$ cat src/rtl/mem_if_pkg.sv
// mem_if_pkg: shared memory-port widths, arbiter state encoding and requester indices
package mem_if_pkg;
  localparam int MEM_ADDR_WIDTH = 28;
  localparam int MEM_LINE_WIDTH = 256;
  localparam logic [1:0] IDLE  = 2'b00;
  localparam logic [1:0] GNT_D = 2'b01;
  localparam logic [1:0] GNT_I = 2'b10;
  localparam logic REQ_D = 1'b0;
  localparam logic REQ_I = 1'b1;
endpackage

$ cat src/rtl/mem_arbiter.sv
// mem_arbiter: round-robin sharing of one memory port between D-cache and I-cache, with a hang watchdog
module mem_arbiter
  import mem_if_pkg::*;
#(
  parameter int ADDR_WIDTH     = MEM_ADDR_WIDTH,
  parameter int BLOCK_SIZE     = MEM_LINE_WIDTH,
  parameter int TIMEOUT_CYCLES = 1023
) (
  input  logic                  clk,
  input  logic                  rst_n,
  input  logic [ADDR_WIDTH-1:0] d_addr,
  input  logic [BLOCK_SIZE-1:0] d_wr,
  input  logic                  d_rw,
  input  logic                  d_valid,
  output logic [BLOCK_SIZE-1:0] d_rd,
  output logic                  d_ready,
  input  logic [ADDR_WIDTH-1:0] i_addr,
  input  logic [BLOCK_SIZE-1:0] i_wr,
  input  logic                  i_rw,
  input  logic                  i_valid,
  output logic [BLOCK_SIZE-1:0] i_rd,
  output logic                  i_ready,
  output logic [ADDR_WIDTH-1:0] mem_addr,
  output logic [BLOCK_SIZE-1:0] mem_wr,
  output logic                  mem_rw,
  output logic                  mem_valid,
  input  logic [BLOCK_SIZE-1:0] mem_rd,
  input  logic                  mem_ready,
  output logic [1:0]            grant,
  output logic                  timeout_err
);
  localparam int WW = TIMEOUT_CYCLES > 0 ? $clog2(TIMEOUT_CYCLES + 1) : 1;
  logic [1:0]    state, state_nx;
  logic          last, last_nx;
  logic [WW-1:0] wd_cnt;
  logic          gd, gi, x_valid, other_valid, wd_fire, timeout_set;
  assign gd          = state == GNT_D;
  assign gi          = state == GNT_I;
  assign x_valid     = gd ? d_valid : gi & i_valid;
  assign other_valid = gd ? i_valid : gi & d_valid;
  assign wd_fire     = TIMEOUT_CYCLES != 0 && wd_cnt == WW'(TIMEOUT_CYCLES);
  assign timeout_set = (gd | gi) && !mem_ready && x_valid && wd_fire;
  assign grant       = state;
  assign mem_addr    = gd ? d_addr : gi ? i_addr : '0;
  assign mem_wr      = gd ? d_wr : gi ? i_wr : '0;
  assign mem_rw      = gd ? d_rw : gi & i_rw;
  assign mem_valid   = x_valid;
  assign d_rd        = gd ? mem_rd : '0;
  assign i_rd        = gi ? mem_rd : '0;
  assign d_ready     = gd & mem_ready;
  assign i_ready     = gi & mem_ready;
  // next grant: tie in IDLE goes to the side not served last; completion hands over without a bubble
  always_comb begin
    state_nx = state;
    last_nx  = last;
    if (state == IDLE)
      state_nx = d_valid && (!i_valid || last == REQ_I) ? GNT_D : i_valid ? GNT_I : IDLE;
    else if (gd | gi) begin
      if (mem_ready) begin
        last_nx  = gd ? REQ_D : REQ_I;
        state_nx = other_valid ? (gd ? GNT_I : GNT_D) : IDLE;
      end else if (!x_valid)
        state_nx = IDLE;
      else if (wd_fire) begin
        last_nx  = gd ? REQ_D : REQ_I;
        state_nx = IDLE;
      end
    end else
      state_nx = IDLE;
  end
  // state, fairness history, watchdog counter (cleared on each new grant) and sticky timeout flag
  always_ff @(posedge clk or negedge rst_n) begin
    if (!rst_n) begin
      state       <= IDLE;
      last        <= REQ_I;
      wd_cnt      <= '0;
      timeout_err <= 1'b0;
    end else begin
      state  <= state_nx;
      last   <= last_nx;
      wd_cnt <= (state == IDLE || state_nx != state) ? '0 : wd_cnt + WW'(1);
      if (timeout_set) timeout_err <= 1'b1;
    end
  end
endmodule

$ cat config.mk
export PLATFORM = sky130hd
export DESIGN_NAME = mem_arbiter
export DESIGN_NICKNAME = d
export VERILOG_FILES = /design/src/rtl/mem_if_pkg.sv /design/src/rtl/mem_arbiter.sv
export SDC_FILE = /design/constraint.sdc
export NUM_CORES = 1
export LEC_CHECK = 0
export CORE_AREA = 2 2 631 633
export CTS_BUF_LIST = sky130_fd_sc_hd__clkbuf_8
export DETAILED_ROUTE_END_ITERATION = 8
export DIE_AREA = 0 0 633 635
export PLACE_DENSITY_LB_ADDON = 0.25
export SETUP_SLACK_MARGIN = 0.2
export SYNTH_ARGS = -nofsm -noshare
export SYNTH_HDL_FRONTEND = slang
export SYNTH_SLANG_ARGS = --single-unit
$ cat constraint.sdc
create_clock -name clk -period 3.05 [get_ports clk]
set_clock_uncertainty 0.05 [all_clocks]
set_input_delay 0.61 -clock clk [delete_from_list [all_inputs] [get_ports clk]]
set_output_delay 0.61 -clock clk [all_outputs]
set_load 0.02 [all_outputs]
# [After elaboration in Yosys (flattened, before gate mapping)]
# Index checks and enable logic that the tools add are counted.
[word_totals] input_bits=831 word_cells=51 register_bits=14 out_inout_bits=803
[classes] bitwise_logic=7 n_mux=23 addsub=1 n_reduce_logical=12 eq_ne=4
[ops] operator="$mux 256" n=4
[ops] operator="$mux 28" n=2
[ops] operator="$mux 2" n=9
[ops] operator="$add 10x1->10 const B" n=1
[ops] operator="$eq 10x10->1 const B" n=1
[ops] operator="$mux 10" n=1
[ops] operator="$mux 1" n=7
[ops] operator="$and 1x1->1" n=5
[ops] operator="$logic_and 1x1->1" n=4
[ops] operator="$reduce_and 4->1" n=1
[ops] operator="$reduce_bool 2->1" n=2
[ops] operator="$eq 2x1->1 const B" n=1
[ops] operator="$eq 2x2->1 const B" n=1
[ops] operator="$logic_not 1->1" n=2
[ops] operator="$logic_not 2->1" n=1
[ops] operator="$logic_or 1x1->1" n=2
[ops] operator="$ne 2x2->1" n=1
[ops] operator="$not 1->1" n=1
[ops] operator="$or 1x1->1" n=1

# [Longest topological paths before layout]
[depth] word_depth=10 ltp_mapped=8 mapped_depth_nobuf=6

# [Worst setup path before layout]
# Ideal clock, no wire load.
[synth_timing] kind="reg-to-output" from="reg state[1] (netlist: grant[1])" to="out mem_wr[133]" path_buffers=4 stages_incl_launch_ff=8 arrival_ns=2.107 setup_slack_ns=0.283 required_ns=2.390 cell_sequence="dfrtp_1 inv_1 ha_1 clkbuf_1 clkbuf_1 clkbuf_1 buf_1 a22o_1"
[synth_via] elab_chain_len=3 elab_cells_between_ends=4 cone_classes="2 x eq/ne; 2 x mux"
[synth_rtl] item="start: declaration" line_no="mem_arbiter.sv:33" source="logic [1:0] state, state_nx;"
[synth_rtl] item="start signal: assignment" line_no="mem_arbiter.sv:79" source="state <= state_nx;"
[synth_rtl] item="$eq 2x2->1" line_no="mem_arbiter.sv:38" source="assign gi = state == GNT_I;"
[synth_rtl] item="$mux 256" line_no="mem_arbiter.sv:45" source="assign mem_wr = gd ? d_wr : gi ? i_wr : '0;"
[synth_rtl] item="$mux 256 *" line_no="mem_arbiter.sv:45"
[synth_rtl] item="end: declaration" line_no="mem_arbiter.sv:24" source="output logic [BLOCK_SIZE-1:0] mem_wr,"
# Mark *: on every way between the ends. The rest lies on a longest branch, timed or not.

# [Worst setup path after layout]
[layout_timing] from="reg state[1] (netlist: grant[1])" to="out mem_wr[177]"
# Same word-level chain as after synthesis.

==> metrics <==
status complete, no violations; hold path depth 2; core footprint 0.395 mm^2; Post-DP Area 0.0352 mm^2; final setup violating endpoints 0; drt first pass iters 5; crit-path leading delay family buffers and inverters; Hold Path Sink last; Num CTS Buffers 3; Chip Height 635 um; final hold vios 0; Crit-path slowest cell dfrtp_1; standard-cell rows 231; sequential fraction of the synthesis area 4.98%; clock slew at reported path FFs 60 ps; routability cong. 0.986; leak pwr 15.9 nW; DR vias/cell 2.24; WP buf/inv 7; data required time of the worst path 2390 ps; Critical R2R Capture last; Least-Margin Pin Slew 761 ps; post-synthesis cell count 1008; VDD IR max 0.000166 V; Hold Crit Start last; internal power 11.0 mW; vias in the first global route 17100; Total Routed Length 374 mm; nature of the critical path startpoint flip-flop; Crit Path Max Fanout 8; clock sink total 14; Worst path max stage delay 420 ps; Most common cell on crit path buf_16; # port buffers 1633; switching power of the nets 13.4 mW; final worst-path cycle share 97.7%; final slew viol count 0; main area contributors after synthesis and2_1 (46%), a22o_1 (35%), clkbuf_1 (5.3%); die width 633 um; Starting Density 1.79%; syn nets 1843; drt wl/cell 46.9 um; R2R setup slack 370 ps; Max Cap Viol 0; fin crit period 2980 ps; r2r startpoint grant[1]; HPWL Detailed 349 mm; final instance area 0.0385 mm^2; I/O Pins 1634; Worst Hold Class flip-flop to flip-flop; # DRC 0; Comb pwr share 98.3%; crit-path cells buf_6 -> ha_4 -> nor2b_4 -> buf_12 -> buf_16 -> buf_16 -> buf_16 -> buf_8 -> a22o_4 -> buf_12; library cells used by synthesis 36; worst-case reg-to-reg path depth 10; power per cell area 632 mW/mm^2; fin nets 3534; switching share of total power 55.0%; CP Capture Type primary output; antenna viol nets, final 0; Synth Warn # 0; headroom to the max-slew limit 49.1%; Clk pwr share 0.8%; Clock Tree Root clkbuf_8; #FFs+latches synth 14; Max Root-Sink Buffers 2; mapped cell area 0.00706 mm^2; crit path DAT 2320 ps; Yosys top cell area share 45.6%; DR vias 17900; Total GRT Usage 17.7%; cell taking the most area after synthesis and2_1; cts hold-fix bufs 0; DRT iter0 DRCs 1070; share of cells above drive strength 1 36.8%; critical path class flip-flop to primary output; Flop pwr share 1.0%; unrepaired setup endpoints after global routing true; H-tree Lvls 1; TritonCTS clock tree yes; global-route wire length before repair 410 mm; Syn Area/Cell 7.00 um^2; DIE AREA 0.402 mm^2; Area growth syn-to-layout 446%; largest net degree at the start of global routing 74; initial antenna violation count 343; Tot Pwr 24.4 mW; Clock Latency Late Sink 250 ps; Max Clk Rate 0.335 GHz; grt ovf 0
-- power groups by stage --
stage	combinational [mW]	clock (mW)	sequential [mW]
final	23.9	0.187	0.238
after global routing	25.1	0.201	0.241
after CTS	23.0	0.191	0.237
after detailed placement	22.1	0	0.238
after global placement	22.3	0	0.237
after floorplan	5.81	0	0.243
-- synth_stat cells, drive strengths merged --
library cell and n:
nand3 2, nand3b 1, ha 4, o211ai 2, nor2b 3, xnor2 4
nor2 4, a2111oi 2, nor4 10, and4 1, dfrtp 13, or3 1
clkbuf 100, a31oi 2, mux2i 1, a211oi 1, buf 23, nor3b 1
o21ai 2, nand2b 4, a21oi 2, o21bai 3, o31a 1, xor2 4
nand4 3, nand2 7, and3 1, and2 514, inv 6, dfstp 1
a22o 285
-- registers in the layout, indices dropped and copies added (netlist names) --
register / count
grant: 2
last: 1
wd_cnt: 10
timeout_err: 1
-- layout make-up --
cell class	instances	area, um^2
clock buffer	4	55.1
antenna	46	115
timing repair buffer	1809	23700
tap	5242	6560
multi-input combinational	865	7750
inverter	6	22.5
sequential	14	353
fill	45700	356000
-- stage by stage --
| step | setup TNS [ps] | utilization [%] | hold WS [ps] | setup slack (ps) | std cells |
|---|---|---|---|---|---|
| floorplan | 0 | - | 264 | 283 | 1008 |
| global placement | -9940 | 8.93 | 437 | -368 | 7871 |
| detailed placement | -9290 | 8.93 | 440 | -343 | 7871 |
| CTS | -85.6 | 9.19 | 451 | -33.7 | 7889 |
| global route | 0 | 9.74 | 461 | 19.9 | 7952 |
| finish | 0 | 9.76 | 451 | 69.2 | 7986 |
-- logic make-up (layout without fill, tap and decap cells) --
family          after synthesis  after routing  share of synthesized area (%)
compound gates              300            300                           37.3
xor+xnor                      8              8                          0.993
fa+ha+maj                     4              4                          0.709
buf+inv                     129           1819                           7.22
flops                        14             14                           4.98
mux                           1              1                          0.142
other cells                   0             46                              0
simple gates                552            552                           48.7
-- how the worst max path moves through the flow --
stage                   from     endpoint  slack, ps  cells past startpoint
finish              grant[1]  mem_wr[177]         70                     10
global route        grant[1]  mem_wr[154]         20                     10
CTS                 grant[0]  mem_wr[165]        -30                      9
detailed placement  grant[0]  mem_wr[196]       -340                      8
global placement    grant[0]  mem_wr[201]       -370                      8
floorplan           grant[1]  mem_wr[133]        280                      7
-- what timing repair did --
action | in CTS | in global routing
pin swaps | 13 | 26
endpoints found under the setup margin | 621 | 472
gates cloned | 6 | 33
gates resized for setup | 422 | 396
setup buffers | 8 | 18
-- metal layers --
metal	global-route usage, %	share of wire [%]	vias to the layer above
li1	-	-	7022
met1	19.3	37	8637
met2	27.5	43	1653
met3	14.4	18	453
met4	1.08	1.3	110
met5	0	0.19	-
-- cells in the final DEF (no fill, tap or decap), drive strengths merged, types with 4 or more instances in the layout --
cell,n
clkdlybuf4s50,854
buf,692
ha,4
nor4,10
nand2,7
clkdlybuf4s15,25
dlygate4sd2,65
dfrtp,13
xnor2,4
and2,514
clkbuf,60
inv,6
nand2b,4
nor2,4
dlymetal6s2s,115
diode,46
xor2,4
a22o,285
-- worst register-to-register path: cells and delay by family (launching register included) --
family | cells | cell delay, ps
and+or+nand+nor | 1 | 270
buffers and inverters | 5 | 680
AOI/OAI and AO/OA | 2 | 820
adders and majority gates | 1 | 190
DFF | 1 | 410
muxes | 1 | 190
No activity file was read; power rests on OpenSTA's default activity.
